<file path="src/rtl/pool_bin.sv">
// 2x2 stride-2 signed max-pool with threshold binarisation on the conv_mix result stream.
// Geometry is 12x12 -> 6x6 (state=0) or 4x4 -> 2x2 (state=1), latched at the first word of a frame.
module pool_bin #(
    parameter int DW   = 32,
    parameter int MAXW = 12
) (
    input  logic          clk,
    input  logic          rst,
    input  logic          state,
    input  logic [DW-1:0] thr,
    input  logic [DW-1:0] din,
    input  logic          din_valid,
    input  logic          din_last,
    output logic [DW-1:0] dout_val,
    output logic          dout_bit,
    output logic          ovalid,
    output logic          done,
    output logic          err
);

    localparam int CW = $clog2(MAXW);

    // Handshake: din_valid qualifies din/din_last; there is no ready, every qualified
    // word is consumed in the cycle it arrives. ovalid/done are one-cycle pulses.
    typedef enum logic {IDLE, RUN} fsm_t;

    fsm_t                 fsm;
    logic                 mode;
    logic [CW-1:0]        row;
    logic [CW-1:0]        col;
    logic signed [DW-1:0] hold;
    logic signed [DW-1:0] linebuf [MAXW/2];

    logic                 mode_now;
    logic [CW-1:0]        w_last;
    logic signed [DW-1:0] din_s;
    logic signed [DW-1:0] thr_s;
    logic signed [DW-1:0] pmax;
    logic signed [DW-1:0] lb_rd;
    logic signed [DW-1:0] result;
    logic                 at_end;
    logic                 col_end;
    logic                 abort;
    logic                 is_out;
    logic                 lb_wr;

    always_comb begin
        // In IDLE the incoming word opens the frame, so its geometry comes straight from state.
        mode_now = (fsm == IDLE) ? state : mode;
        w_last   = mode_now ? CW'(3) : CW'(MAXW - 1);
        din_s    = din;
        thr_s    = thr;
        pmax     = (hold > din_s) ? hold : din_s;
        lb_rd    = linebuf[col[CW-1:1]];
        result   = (lb_rd > pmax) ? lb_rd : pmax;
        col_end  = (col == w_last);
        at_end   = col_end && (row == w_last);
        abort    = din_last && !at_end;
        is_out   = col[0] && row[0];
        lb_wr    = din_valid && !abort && col[0] && !row[0];
    end

    always_ff @(posedge clk) begin
        if (rst) begin
            fsm      <= IDLE;
            mode     <= 1'b0;
            row      <= '0;
            col      <= '0;
            hold     <= '0;
            dout_val <= '0;
            dout_bit <= 1'b0;
            ovalid   <= 1'b0;
            done     <= 1'b0;
            err      <= 1'b0;
        end else begin
            ovalid <= 1'b0;
            done   <= 1'b0;
            if (din_valid) begin
                if (fsm == IDLE) begin
                    mode <= state;
                    fsm  <= RUN;
                end
                if (abort) begin
                    err <= 1'b1;
                    fsm <= IDLE;
                    row <= '0;
                    col <= '0;
                end else begin
                    if (!col[0]) begin
                        hold <= din_s;
                    end
                    if (is_out) begin
                        dout_val <= result;
                        dout_bit <= (result >= thr_s);
                        ovalid   <= 1'b1;
                    end
                    if (at_end) begin
                        done <= 1'b1;
                        fsm  <= IDLE;
                        row  <= '0;
                        col  <= '0;
                        if (!din_last) begin
                            err <= 1'b1;
                        end
                    end else if (col_end) begin
                        col <= '0;
                        row <= row + 1'b1;
                    end else begin
                        col <= col + 1'b1;
                    end
                end
            end
        end
    end

    // Pair maxima of even rows wait here for the matching pair of the following odd row.
    always_ff @(posedge clk) begin
        if (!rst && lb_wr) begin
            linebuf[col[CW-1:1]] <= pmax;
        end
    end

endmodule
</file>
<file path="config.mk">
export PLATFORM = sky130hd
export DESIGN_NAME = pool_bin
export DESIGN_NICKNAME = d
export VERILOG_FILES = /design/src/rtl/pool_bin.sv
export SDC_FILE = /design/constraint.sdc
export NUM_CORES = 1
export LEC_CHECK = 0
export BUFFER_PORTS_ARGS = -buffer_cell sky130_fd_sc_hd__buf_2
export CORE_AREA = 4 4 175 177
export DETAILED_ROUTE_END_ITERATION = 8
export DIE_AREA = 0 0 179 181
export MAX_ROUTING_LAYER = met4
export PLACE_DENSITY = 0.65
export SYNTH_ARGS = -nofsm -noshare
export SYNTH_HDL_FRONTEND = slang
export SYNTH_SLANG_ARGS = --single-unit
</file>
<file path="constraint.sdc">
create_clock -name clk -period 10.5 [get_ports clk]
set_input_delay 2.1 -clock clk [delete_from_list [all_inputs] [get_ports clk]]
set_output_delay 2.1 -clock clk [all_outputs]
set_load 0.005 [all_outputs]
</file>
After elaboration in Yosys (flattened, before gate mapping)
Memories as Yosys holds them, arrays and structs flattened. A register that Yosys moved wholly into a read port is not among the register bits.
Index checks and enable logic that the tools add are counted.

storage, ports and cells
  register bits after elaboration = 78
  latch bits = 0
  bits in writable memories = 192
  ROM bits = 0
  input bits = 69
  output and inout port bits = 36
  word-level logic and storage cells = 61
  memories kept = 1

cells by class
  $add $sub $neg = 2
  multiply operators = 0
  divide/modulo/power cells = 0
  order comparisons = 3
  equal/unequal tests = 3
  shifts and indexed selects = 0
  muxes and demuxes = 21
  bitwise operators = 3
  reduce and logical (&&, ||, !) cells = 18

memories
  name     depth  bits a word  rd ports  clocked after memory_dff  write ports  line  text
  linebuf  6      32           1         1                         1            32    logic signed [DW-1:0] linebuf [MAXW/2];

operator list
  operator                                               number
  > comparator 32 bit                                    2
  two-way mux 32 bit                                     2
  >= comparator 32 bit                                   1
  two-way mux 4 bit                                      7
  two-way mux 1 bit                                      10
  AND reduction 3 bit                                    3
  adder 4 x 1 -> 4 bit, second input constant            2
  == test 4 bit                                          2
  logical AND 1 bit                                      7
  two-way mux 3 bit                                      2
  zero test 1 bit                                        4
  NOT 1 bit                                              3
  nonzero test 3 bit                                     1
  OR reduction 3 bit                                     1
  inequality test 2 x 1 -> 1 bit, second input constant  1
  AND reduction 2 bit                                    1
  nonzero test 2 bit                                     1

Logic depth before layout (Yosys ltp)
Gate-level depths: netlist (run 1).

  depth in word-level cells = 13
  mapped depth = 36
  mapped depth without buffers = 31

Least setup slack after synthesis (run 1)
OpenSTA, ideal clock, no wires.

  path kind = input to register
  start point = in din[1]
  end point = reg dout_bit
  library setup time = 80 ps
  arrival time = 8798 ps
  required time = 10420 ps
  slack = 1623 ps
  cell stages on the path = 35
  path buffers = 4
  cell sequence = inv_1 > ha_1 > nor2b_1 > o211ai_1 > a21boi_0 > o41ai_1 > a31o_1 > buf_2 > buf_1 > mux2i_1 > ha_1 > a21o_1 > a221o_1 > a311oi_1 > o21ai_0 > and2_1 > a221o_1 > a41o_1 > a31oi_1 > mux2i_1 > buf_4 > buf_4 > mux2i_1 > ha_1 > a21o_1 > a21o_1 > a21o_1 > a21oi_1 > nor2b_1 > o21ai_0 > nand2b_1 > a21oi_1 > o21ai_0 > o21ai_0 > nor3b_1

on the way
  word-level cells in the longest chain between the ends = 5

RTL lines
  item                      line  text
  start, declared           11    input logic [DW-1:0] din,
  > comparator 32 bit       53    pmax = (hold > din_s) ? hold : din_s;
  two-way mux 32 bit (*)    53
  > comparator 32 bit       55    result = (lb_rd > pmax) ? lb_rd : pmax;
  two-way mux 32 bit (*)    55
  net result[17]            40    logic signed [DW-1:0] result;
  >= comparator 32 bit (*)  94    dout_bit <= (result >= thr_s);
  end signal, assigned      94
  end, declared             15    output logic dout_bit,

The timed path passes the listed nets; every way through them passes the cells marked *.
A chain may end at the register's enable or synchronous reset.

Worst setup path after layout (run 1)
Same ends and word-level chain as after synthesis.

==> impl_metrics.py, run 1 <==
metrics = {
    "synthesis": {
        "syn_inst": 1178,
        "synthArstFlopShare_pct": 0,
        "avgSynthCellArea_sq_um": 11.71,
        "synth_top_area_share_pct": 41.80,
        "ys_types": 55,
        "yosysTopAreaCell": "edfxtp_1",
        "synth_edf_count": 192,
        "netlist_top_cells_area": "edfxtp_1 42%, dfxtp_1 12%, ha_1 8.9%",
        "synth.yosys.warnings": 0,
        "synth_area_sq_um": 13790,
        "yosys_most_used_dff": "edfxtp_1",
        "synthTopCellsByCount": "192 x edfxtp_1, 130 x inv_1, 114 x nand2_1",
        "yosysMostFrequentCell": "edfxtp_1",
        "synth_seq_cells": 273,
        "synthesis.nets": 1345,
        "yosysSeqAreaShare_pct": 53.56,
    },
    "clock_tree": {
        "cts.clk_slew.worst_paths_ns": 0.06,
        "clock_sinks": 273,
        "htree_levels": 1,
        "cts_tree": "done",
        "cts_setup_buffers": 0,
        "numCtsBuffers": 29,
        "root_buffer": "clkbuf_16",
        "clk_path_buf_depth": 3,
        "cts_resized": 0,
        "hold_buffers": 0,
        "clkLatencyLatePin_ns": 0.55,
    },
    "timing": {
        "finClkSkew_ns": 0.02978,
        "maxSlewHeadroom_pct": 46.33,
        "slew_violations": 0,
        "fin_crit_sh_pct": 88.62,
        "hold_viol": 0,
        "worst_slew_pin_slew_ns": 0.8050,
        "setup_viol": 0,
        "max_freq_mhz": 107.5,
        "rsz0062_at_grt": "no",
        "fin_tns_setup_ns": 0,
        "period_minus_slack_ns": 9.305,
    },
    "die": {
        "die_y_microns": 181,
        "die-area_sq_um": 32400,
        "die_x_microns": 179,
        "ios": 105,
        "core_region_area_sq_um": 29240,
        "initial_core_util_pct": 47.17,
        "rows": 63,
    },
    "routing": {
        "drc_errors": 0,
        "ant_nets": 0,
        "wl_per_cell_microns": 20.47,
        "dr.first_iter.drc_count": 798,
        "wirelength_microns": 34680,
        "drt_pass1_iterations": 5,
        "vias": 9557,
        "avgViaCountPerCell": 5.642,
    },
    "finish": {
        "fin_cells": 1694,
        "layout-drive-gt1-share_pct": 16.73,
        "final_core_util_pct": 53.80,
        "fin_nets": 1449,
        "area_growth_pct": 14.06,
        "nFillCells": 2502,
    },
    "placement": {
        "port_buffers": 104,
        "placed_cells": 1641,
        "dpl.hpwl_microns": 23490,
        "gp_congestion": 0.8363,
    },
    "grt": {
        "antenna_found_initial": 1,
        "grt_max_degree": 65,
        "grt_pass1_wl_microns": 53680,
        "gr-usage-all-layers_pct": 21.95,
        "grt_overflow_total": 0,
        "grt_pass1_vias": 9457,
    },
    "job": {
        "cap_violations": 0,
    },
    "setup_path": {
        "cp_data_arrival_time_ns": 9.76,
        "crit_fanout": 22,
        "end_kind": "register",
        "critical_path.startpoint_type": "input pin",
        "path_delay_family": "compound AO/OA/AOI/OAI gates",
        "reg2reg_depth": 30,
        "cp_common_cell": "o21a_1",
        "worstReg2RegStart": "hold[1]$_SDFFE_PP0P_",
        "cp_slowest_cell": "a31o_2",
        "crit_cells": 32,
        "max_stage_delay_ns": 0.60,
        "cp.buffers_inverters": 4,
        "cp.required_ns": 10.95,
        "r2r_slack_ns": 2.60,
        "critPathKind": "input pin to register",
        "r2r_end": "dout_bit$_SDFFE_PP0P_",
    },
    "pwr": {
        "seq_power_share_pct": 47.6,
        "intPower_mw": 1.865,
        "power_leakage_nw": 6.362,
        "p_sw_mw": 0.6183,
        "power_density_nw_per_um2": 157.8,
        "ir_drop_v": 0.0001163,
        "p_sw_share_pct": 24.90,
        "clkPwrFrac_pct": 39.2,
        "combPwrFrac_pct": 13.2,
    },
    "worst_hold_path": {
        "holdPathEnd": "hold[0]$_SDFFE_PP0P_",
        "hp-class": "register to register",
        "hp-start": "hold[0]$_SDFFE_PP0P_",
        "hold_depth": 2,
    },
    "run_status": {
        "status": "finished clean",
    },
}
-- layout make-up --
class | count | area, sq um | area share (%)
multi-input cells | 719 | 5741 | 36.49
flip-flops and latches | 273 | 7392 | 46.99
clock buffers | 38 | 769.5 | 4.891
well taps | 390 | 488.0 | 3.102
repair buffers | 129 | 733.2 | 4.660
diodes | 1 | 2.502 | 0.01591
inverters | 130 | 488.0 | 3.102
clock inverters | 14 | 118.9 | 0.7555
-- layer usage --
layer	track usage [%]	wire length, microns	up-vias
li1	-	-	4543
met1	32.17	15860	4676
met2	33.44	16010	286
met3	2.385	2161	52
met4	4.483	647	0
met5	-	0	-
-- cells in the final DEF, fill, tap and decap left out, drive strengths merged, types with 32 or more instances in the layout --
cell,instances
buf,129
clkbuf,38
dfxtp,81
edfxtp,192
o21ai,45
nand3,40
ha,98
nor2,34
nand2,114
mux4,32
inv,131
mux2i,95
a21oi,65
-- flip-flops by register name, summed over array words and instances, names as in the netlist, named ones only --
name,cells
mode,1
fsm,1
col,4
done,1
err,1
hold,32
dout_val,32
linebuf,192
row,4
ovalid,1
dout_bit,1
-- through the flow --
step	cell area [sq um]	setup WS (ns)	hold WS (ns)	power (mW)
global route	15730	0.6419	0.4763	2.587
floorplan	13790	1.623	0.4363	1.424
CTS	15730	1.188	0.4563	2.498
finish	15730	1.195	0.4575	2.483
global placement	14840	0.7976	0.4459	1.524
detailed placement	14840	0.6663	0.4482	1.531
-- power groups by stage --
stage | registers [mW] | clock network [mW] | logic, mW
3_5_place_dp | 1.21 | 0 | 0.324
5_1_grt | 1.18 | 1.04 | 0.363
2_1_floorplan | 1.20 | 0 | 0.222
4_1_cts | 1.18 | 0.989 | 0.326
6_report | 1.18 | 0.972 | 0.328
3_3_place_gp | 1.21 | 0 | 0.318
-- worst min-delay path: stages (launching register included) --
cell and delay, ns:
dfxtp_1 0.31, nand2_1 0.05, a21oi_1 0.05
-- worst max-delay path by stage --
stage	endpoint	slack, ns	start
after floorplan	dout_bit$_SDFFE_PP0P_	1.62	din[1]
after CTS	dout_bit$_SDFFE_PP0P_	1.19	din[1]
final	dout_bit$_SDFFE_PP0P_	1.20	din[1]
after global placement	dout_bit$_SDFFE_PP0P_	0.80	din[1]
after detailed placement	dout_bit$_SDFFE_PP0P_	0.67	din[1]
after global routing	dout_bit$_SDFFE_PP0P_	0.64	din[1]
-- kinds of logic (layout without fill, tap and decap cells) --
logic type / count (synthesis) / in the layout / synth area share (%)
and+or+nand+nor: 288 / 288 / 10.35
DFF: 273 / 273 / 53.56
AOI/OAI and AO/OA: 200 / 200 / 9.343
buffers and inverters: 186 / 311 / 5.225
muxes: 129 / 129 / 12.37
adders and majority gates: 99 / 99 / 8.962
xor gates and xnor gates: 3 / 3 / 0.1905
other: 0 / 1 / 0
No activity file was read; power rests on OpenSTA's default activity.
==> inputs of run 2 (changes only) <==
Settings changed: RECOVER_POWER from default to 25, SLEW_MARGIN from default to 20.
==> impl_metrics.py, run 2 (synthesis gave the netlist of run 1 again) <==
metrics = {
    "placement": {
        "dpl.hpwl_microns": 23490,
        "gp_congestion": 0.8363,
        "port_buffers": 104,
        "placed_cells": 1641,
        "post_dp_cell_area_sq_um": 14840,
    },
    "finish": {
        "stdcell_area_sq_um": 15670,
        "layout-drive-gt1-share_pct": 14.66,
        "layout_commonest_cell": "edfxtp_1",
        "fin_cells": 1694,
        "layout_common_cells": "192 x edfxtp_1, 130 x inv_1, 114 x nand2_1",
        "fin_nets": 1449,
        "area_growth_pct": 13.57,
        "largest_register_ffs": 192,
    },
    "die": {
        "initial_core_util_pct": 47.17,
        "die_y_microns": 181,
        "rows": 63,
        "core_region_area_sq_um": 29240,
        "die-area_sq_um": 32400,
        "die_x_microns": 179,
        "ios": 105,
    },
    "routing": {
        "dr.first_iter.drc_count": 890,
        "drt_pass1_iterations": 5,
        "avgViaCountPerCell": 5.666,
        "drc_errors": 0,
        "vias": 9598,
        "wirelength_microns": 34690,
        "ant_nets": 0,
        "wl_per_cell_microns": 20.48,
    },
    "clock_tree": {
        "root_buffer": "clkbuf_16",
        "htree_levels": 1,
        "cts_resized": 0,
        "cts_setup_buffers": 0,
        "cts_tree": "done",
        "cts.clk_slew.worst_paths_ns": 0.06,
        "clock_sinks": 273,
        "numCtsBuffers": 29,
        "clk_path_buf_depth": 3,
        "clkLatencyLatePin_ns": 0.55,
        "hold_buffers": 0,
    },
    "timing": {
        "max_freq_mhz": 107.3,
        "setup_viol": 0,
        "finClkSkew_ns": 0.02762,
        "maxSlewHeadroom_pct": -79.13,
        "slew_violations": 95,
        "hold_viol": 0,
        "fin_tns_setup_ns": 0,
        "period_minus_slack_ns": 9.319,
        "rsz0062_at_grt": "no",
        "fin_crit_sh_pct": 88.75,
        "worst_slew_pin_slew_ns": 2.687,
    },
    "worst_hold_path": {
        "hp-class": "register to register",
    },
    "setup_path": {
        "critical_path.startpoint_type": "input pin",
        "cp_common_cell": "o21a_1",
        "critPathKind": "input pin to register",
        "cp.required_ns": 10.95,
        "cp.buffers_inverters": 4,
        "crit_fanout": 22,
        "path_delay_family": "compound AO/OA/AOI/OAI gates",
        "max_stage_delay_ns": 0.57,
        "end_kind": "register",
        "cp_slowest_cell": "a31o_2",
        "cp_data_arrival_time_ns": 9.77,
    },
    "job": {
        "cap_violations": 2,
    },
    "grt": {
        "grt_pass1_vias": 9457,
        "grt_pass1_wl_microns": 53680,
        "grt_max_degree": 65,
        "grt_overflow_total": 0,
        "gr-usage-all-layers_pct": 21.95,
        "antenna_found_initial": 1,
    },
    "run_status": {
        "status": "finished with violations",
        "violations": "capacitance limit, slew limit",
    },
    "pwr": {
        "power_density_nw_per_um2": 158.3,
        "power_mw": 2.480,
        "power_leakage_nw": 6.269,
        "ir_drop_v": 0.0001168,
    },
}
[run 2: changes by cell type in the layout (fill, tap and decap cells not counted)]
cell      before  now
nor2_1        29   32
mux2i_4        2    1
buf_2        104   84
or2_2          2    1
buf_4         23   21
mux2i_1       93   94
clkbuf_1       8   30
nor2_4         4    1
or2_0          0    1
[run 2: worst paths after layout]
kind	startpoint	to	slack, ns	cells past startpoint
hold reg to reg	hold[0]$_SDFFE_PP0P_	hold[0]$_SDFFE_PP0P_	0.46	2
setup reg to reg	hold[1]$_SDFFE_PP0P_	dout_bit$_SDFFE_PP0P_	2.61	30
setup / recovery	din[11]	dout_bit$_SDFFE_PP0P_	1.18	32
hold / removal	hold[0]$_SDFFE_PP0P_	hold[0]$_SDFFE_PP0P_	0.46	2
[run 2: metrics by stage]
stage / hold slack [ns] / setup WS (ns) / util (%)
after global routing: 0.4762 / 0.6305 / 53.57
after floorplan: 0.4363 / 1.623 / -
after CTS: 0.4563 / 1.188 / 53.79
after detailed placement: 0.4482 / 0.6663 / 50.75
final: 0.4566 / 1.181 / 53.57
after global placement: 0.4459 / 0.7976 / 50.75
[run 2: where the power goes]
part	leakage (nW)	internal [mW]	total, mW	switching (mW)
Clock	0.437	0.562	0.971	0.409
Sequential	2.40	1.18	1.18	0.00822
Combinational	3.43	0.127	0.326	0.199
Total	6.27	1.86	2.48	0.616
[run 2: routing by layer]
metal	track usage, %	part of all wire [%]	routed length, microns	vias to the layer above
met5	-	0	0	-
met4	4.483	1.8	636	0
met3	2.385	6.4	2218	49
met2	33.44	46	16040	305
met1	32.17	46	15800	4698
li1	-	-	-	4546
[run 2: layout make-up]
class	instances	area, sq um
fillers	2514	13580
inverters	130	488.0
flip-flops and latches	273	7392
diodes	1	2.502
repair buffers	129	700.7
clock buffers	38	769.5
well taps	390	488.0
multi-input cells	719	5705
clock inverters	14	118.9
[run 2: tightest hold or removal path: cells and delay by family (launching register included)]
kind	cells	cell delay, ns
AO/OA/AOI/OAI	1	0.05
AND/OR/NAND/NOR	1	0.05
flip-flops	1	0.31
